`config.mk`:
```
export PLATFORM = sky130hd
export DESIGN_NAME = mem_arbiter
export DESIGN_NICKNAME = d
export VERILOG_FILES = /design/src/rtl/mem_arbiter.sv
export SDC_FILE = /design/constraint.sdc
export NUM_CORES = 1
export LEC_CHECK = 0
export ABC_AREA = 1
export BUFFER_PORTS_ARGS = -buffer_cell sky130_fd_sc_hd__buf_2
export CAP_MARGIN = 10
export CORE_MARGIN = 2
export CORE_UTILIZATION = 50
export CTS_BUF_LIST = sky130_fd_sc_hd__clkbuf_4 sky130_fd_sc_hd__clkbuf_8
export CTS_CLUSTER_SIZE = 25
export DETAILED_ROUTE_END_ITERATION = 10
export PLACE_DENSITY = 0.86
export SYNTH_ARGS = -nofsm -noshare
export SYNTH_HDL_FRONTEND = slang
export SYNTH_SLANG_ARGS = --single-unit
```
`constraint.sdc`:
```
create_clock -name clk -period 3.1 [get_ports clk]
set_clock_uncertainty 0.15 [all_clocks]
set_input_delay 0.31 -clock clk [delete_from_list [all_inputs] [get_ports clk]]
set_output_delay 0.31 -clock clk [all_outputs]
set_load 0.02 [all_outputs]
```
`src/rtl/mem_arbiter.sv`:
```
// Two-requester arbiter/sequencer for a shared single-port synchronous RAM.
// Build option: define MEM_ARB_FIXED_PRIORITY_EN for fixed priority (dev1 wins ties); default is round-robin.
module mem_arbiter #(
    parameter int ADDR_WIDTH = 8,
    parameter int DATA_WIDTH = 8
) (
    input  logic                  clk,
    input  logic                  rst_n,
    input  logic                  dev1_req,
    input  logic                  dev1_we,
    input  logic [ADDR_WIDTH-1:0] dev1_addr,
    input  logic [DATA_WIDTH-1:0] dev1_di,
    input  logic                  dev2_req,
    input  logic                  dev2_we,
    input  logic [ADDR_WIDTH-1:0] dev2_addr,
    input  logic [DATA_WIDTH-1:0] dev2_di,
    output logic                  dev1_gnt,
    output logic                  dev2_gnt,
    output logic                  dev1_rvalid,
    output logic                  dev2_rvalid,
    output logic [DATA_WIDTH-1:0] rdata,
    output logic                  busy,
    output logic                  mem_en,
    output logic                  mem_we,
    output logic [ADDR_WIDTH-1:0] mem_addr,
    output logic [DATA_WIDTH-1:0] mem_di,
    input  logic [DATA_WIDTH-1:0] mem_do
);

    typedef enum logic [1:0] {IDLE, ACCESS, RDATA} state_t;

    state_t                  state_reg, state_next;
    logic                    sel_reg, sel_next;      // 0 = dev1, 1 = dev2
    logic                    mem_en_reg, mem_en_next;
    logic                    mem_we_reg, mem_we_next;
    logic [ADDR_WIDTH-1:0]   mem_addr_reg, mem_addr_next;
    logic [DATA_WIDTH-1:0]   mem_di_reg, mem_di_next;
    logic                    gnt1_reg, gnt1_next;
    logic                    gnt2_reg, gnt2_next;
    logic                    rvalid1_reg, rvalid1_next;
    logic                    rvalid2_reg, rvalid2_next;
    logic [DATA_WIDTH-1:0]   rdata_reg, rdata_next;
    logic                    busy_reg, busy_next;
    logic                    win2;

`ifdef MEM_ARB_FIXED_PRIORITY_EN
    assign win2 = dev2_req & ~dev1_req;
`else
    logic last_reg, last_next;                       // 0 = dev1 granted last, 1 = dev2
    // On a tie, dev2 wins only if dev1 was the previous winner.
    assign win2 = dev2_req & (~dev1_req | ~last_reg);

    always_ff @(posedge clk or negedge rst_n) begin
        if (!rst_n) last_reg <= 1'b1;
        else        last_reg <= last_next;
    end
`endif

    always_comb begin
        state_next    = state_reg;
        sel_next      = sel_reg;
        mem_en_next   = 1'b0;
        mem_we_next   = 1'b0;
        mem_addr_next = mem_addr_reg;
        mem_di_next   = mem_di_reg;
        gnt1_next     = 1'b0;
        gnt2_next     = 1'b0;
        rvalid1_next  = 1'b0;
        rvalid2_next  = 1'b0;
        rdata_next    = rdata_reg;
`ifndef MEM_ARB_FIXED_PRIORITY_EN
        last_next     = last_reg;
`endif
        case (state_reg)
            IDLE: begin
                if (dev1_req || dev2_req) begin
                    sel_next      = win2;
                    mem_en_next   = 1'b1;
                    mem_we_next   = win2 ? dev2_we   : dev1_we;
                    mem_addr_next = win2 ? dev2_addr : dev1_addr;
                    mem_di_next   = win2 ? dev2_di   : dev1_di;
                    gnt1_next     = ~win2;
                    gnt2_next     = win2;
`ifndef MEM_ARB_FIXED_PRIORITY_EN
                    last_next     = win2;
`endif
                    state_next    = ACCESS;
                end
            end
            ACCESS: begin
                state_next = mem_we_reg ? IDLE : RDATA;
            end
            RDATA: begin
                rdata_next   = mem_do;
                rvalid1_next = ~sel_reg;
                rvalid2_next = sel_reg;
                state_next   = IDLE;
            end
            default: state_next = IDLE;
        endcase
        busy_next = (state_next != IDLE);
    end

    always_ff @(posedge clk or negedge rst_n) begin
        if (!rst_n) begin
            state_reg    <= IDLE;
            sel_reg      <= 1'b0;
            mem_en_reg   <= 1'b0;
            mem_we_reg   <= 1'b0;
            mem_addr_reg <= '0;
            mem_di_reg   <= '0;
            gnt1_reg     <= 1'b0;
            gnt2_reg     <= 1'b0;
            rvalid1_reg  <= 1'b0;
            rvalid2_reg  <= 1'b0;
            rdata_reg    <= '0;
            busy_reg     <= 1'b0;
        end else begin
            state_reg    <= state_next;
            sel_reg      <= sel_next;
            mem_en_reg   <= mem_en_next;
            mem_we_reg   <= mem_we_next;
            mem_addr_reg <= mem_addr_next;
            mem_di_reg   <= mem_di_next;
            gnt1_reg     <= gnt1_next;
            gnt2_reg     <= gnt2_next;
            rvalid1_reg  <= rvalid1_next;
            rvalid2_reg  <= rvalid2_next;
            rdata_reg    <= rdata_next;
            busy_reg     <= busy_next;
        end
    end

    assign dev1_gnt    = gnt1_reg;
    assign dev2_gnt    = gnt2_reg;
    assign dev1_rvalid = rvalid1_reg;
    assign dev2_rvalid = rvalid2_reg;
    assign rdata       = rdata_reg;
    assign busy        = busy_reg;
    assign mem_en      = mem_en_reg;
    assign mem_we      = mem_we_reg;
    assign mem_addr    = mem_addr_reg;
    assign mem_di      = mem_di_reg;

endmodule

```
==> summary by stage <==
Place
The global placement routability congestion is 0.753. The quantity of I/O buffers inserted on ports is 76. The wire-length estimate of the detail-placed layout is 2.51 mm.

Finish
From synthesis to final layout, the design area changed by 27.0%. The layout has 275 filler cells. The number of antenna diodes in the final layout is 0. The library cell used most frequently in the layout, excluding fill and tap cells, is sky130_fd_sc_hd__nand2_1. Cells with a size suffix above 1 make up 34.0% of the layout. The number of nets in the layout is 310. In the layout the commonest cells are 80 x sky130_fd_sc_hd__nand2_1, 76 x sky130_fd_sc_hd__buf_2, 34 x sky130_fd_sc_hd__dfrtp_1.

Power and ir drop
The power density over cell area is 966 nW/µm². The static leakage power is 1.21 nW. IR analysis of the VDD net gives a maximum drop of 0.462 mV. The total design power is 0.00196 W.

Routing
The routed layout has 1478 vias. The number of iterations in the first detailed-routing pass is 4. For this block, the routed nets add up to 3.48 mm of wire. The mean routed wirelength per cell is 11.3 µm. The starting DRC count in detailed routing is 56. The detail route stage leaves a number of antenna-violating nets equal to 0. The residual DRC count is 0. In the routed layout, each cell is associated on average with a via count of 4.78.

Clock tree
The H-tree depth is 2. Clock-pin slew was measured on the worst setup and hold paths at 0.10 ns. The number of CTS-inserted buffers is 5.

The tree is rooted in a sky130_fd_sc_hd__clkbuf_4. The number of setup buffers added after CTS is 0. The longest clock path from root to sink contains 2 buffers. Post-CTS repair changed the size of 0 cells. The source-to-sink clock delay at the later pin of the worst-skew pair is 0.33 ns. The count of clock tree sinks is 35. The clock tree from TritonCTS is done.

Synth
The flop and latch count out of synthesis is 35. The gate count of the mapped netlist is 189. The synthesized area divided by synthesized cell count is 8.43 µm². The post-synthesis cell type count is 18.

The total of warnings raised by yosys is 0. The share of the synthesized area in the top cell type is 53.4%. The synthesized net count is 235. The library cell occupying the most area in the post-synthesis netlist is sky130_fd_sc_hd__dfrtp_1. The synthesized netlist occupies a cell area of 1590 µm². By area the synthesized netlist is led by sky130_fd_sc_hd__dfrtp_1 53%, sky130_fd_sc_hd__nand2_1 19%, sky130_fd_sc_hd__nand3_1 7.5%, sky130_fd_sc_hd__nand3b_1 4.7%, sky130_fd_sc_hd__inv_1 3.5%. Of the synthesized area, sequential elements account for 55.1%.

Global routing
The number of antenna violations at the first check in global routing is 0. Entering global routing, the biggest net connects 36 pins. The number of global-route vias before repair is 1313. The total routing resource utilization after global routing is 21.2%. The first global-routing pass estimated 5.63 mm of wire. The residual overflow from global routing is 0.

Critical path
The category of the most critical setup path is reg -> reg. Data arrives at the worst endpoint at 1.94 ns. Traced cell by cell, the critical path runs through inv_1 > nand2_1 > nor2_4 > inv_2 > nand2_1 > nand2_1.

On the worst path, the slowest cell contributes a delay of 0.39 ns. In this run the worst path has a maximum fanout of 21. The worst setup path is launched from a register. The worst setup path is captured at a register. The category of cells accounting for the largest share of critical-path delay is simple AND/OR/NAND/NOR gates. The most numerous cell on the critical path is sky130_fd_sc_hd__nand2_1. The critical path contains buffers and inverters numbering 2 combined.

On the critical path, the stage with the largest delay is an instance of sky130_fd_sc_hd__dfrtp_1. For the worst setup path, the data required time is 3.17 ns.

STA
Of the available clock period, the critical path in the final layout requires 60.2%. The highest clock frequency the design can meet is 0.536 GHz. The total negative slack is 0 ns.

In this run the tightest slew margin relative to its limit is 50.3%. The count of pins over their slew limit is 0. Setup repair after global routing left no endpoint under its margin.

At the pin with the least slew margin, the transition time is 0.746 ns. Setup violations remaining at the end of the flow were counted as 0. Subtracting the final worst setup slack from the clock period gives 1.87 ns. The number of hold violations in the final report came to 0.

Die
The die is 60.4 µm wide. The floorplan row count is 20. The starting density of the core is 52.2%. The area of the die is 3650 µm². From bottom edge to top edge, the die measures 60.4 µm. After floorplanning, the core was sized to cover 3050 µm². The I/O pin count is 77.

Run
The tool flagged a number of max-cap violations equal to 0.

Status
The run finished with clean final reports.

Hold path
The class of the worst hold path is in -> reg.
-- what timing repair did --
action | in CTS | in global routing
endpoints found under the hold margin | 34 | 0
hold buffers | 1 | 0
setup endpoints to repair | 0 | 0
-- worst reg2reg max path, cell delays in order (launching register included) --
cell and delay [ns]:
sky130_fd_sc_hd__dfrtp_1 0.39, sky130_fd_sc_hd__inv_1 0.23, sky130_fd_sc_hd__nand2_1 0.18, sky130_fd_sc_hd__nor2_4 0.39
sky130_fd_sc_hd__inv_2 0.25, sky130_fd_sc_hd__nand2_1 0.11, sky130_fd_sc_hd__nand2_1 0.06
-- cell usage after synthesis --
cell type and count:
sky130_fd_sc_hd__nand2_1 80, sky130_fd_sc_hd__dfrtp_1 34, sky130_fd_sc_hd__nand3_1 24, sky130_fd_sc_hd__inv_1 15, sky130_fd_sc_hd__nand3b_1 10, sky130_fd_sc_hd__nor2_1 7
sky130_fd_sc_hd__buf_2 4, sky130_fd_sc_hd__buf_6 4, sky130_fd_sc_hd__nor2_4 2, sky130_fd_sc_hd__buf_4 1, sky130_fd_sc_hd__dfstp_2 1, sky130_fd_sc_hd__inv_2 1
sky130_fd_sc_hd__nand2_2 1, sky130_fd_sc_hd__nand2_4 1, sky130_fd_sc_hd__nor3_1 1, sky130_fd_sc_hd__o21ai_0 1, sky130_fd_sc_hd__o21ai_1 1, sky130_fd_sc_hd__or2_1 1
-- kinds of logic (layout without fill, tap and decap cells) --
group / count (synthesis) / in the layout / synth area share (%)
and+or+nand+nor: 127 / 127 / 36.0
DFF: 35 / 35 / 55.1
buffers and inverters: 25 / 101 / 8.33
AOI/OAI and AO/OA: 2 / 2 / 0.628
-- final timing paths --
path,startpoint,end,slack [ns],cells after the start
hold / removal,mem_do[2],rdata[2],0.06,3
setup / recovery,state_reg[0],mem_di[1],1.23,6
min in group asynchronous,rst_n,rdata[5],0.43,2
hold reg to reg,sel_reg,dev1_rvalid,0.29,1
setup reg to reg,state_reg[0],mem_di[1],1.23,6
max in group asynchronous,rst_n,mem_addr[5],1.90,2
-- metal layers --
layer	share of wire, %	track usage (%)
met4	1.6	9.32
met1	46	29.0
met3	7.7	4.90
met5	0	0
met2	45	32.6
-- cell type report --
type                       instances  area [µm²]  area share, %
multi-input combinational        129         583           28.8
sequential                        35         877           43.4
clock buffer                       7        52.6           2.60
tap                               44        55.1           2.72
timing repair buffer              77         390           19.3
inverter                          16        60.1           2.97
clock inverter                     1        5.00          0.247
-- through the flow --
step / utilization, % / area [µm²] / hold slack (ns) / instances / worst slack, ns
after CTS: 66.3 / 2020 / 0.0493 / 309 / 1.25
after global placement: 64.1 / 1960 / 0.260 / 300 / 1.28
after floorplan: - / 1590 / -0.136 / 189 / 1.83
after global routing: 66.3 / 2020 / 0.0571 / 309 / 1.04
final: 66.3 / 2020 / 0.0578 / 309 / 1.23
after detailed placement: 64.1 / 1960 / 0.264 / 300 / 1.29
-- where the power goes --
part | internal [W] | switching [W] | total, W | leakage, nW
Combinational | 0.000295 | 0.000625 | 0.000920 | 0.743
Sequential | 0.000675 | 0.000114 | 0.000789 | 0.433
Clock | 0.000106 | 0.000140 | 0.000246 | 0.0361
Total | 0.00108 | 0.000879 | 0.00196 | 1.21
(Power assumes the default switching activity.)
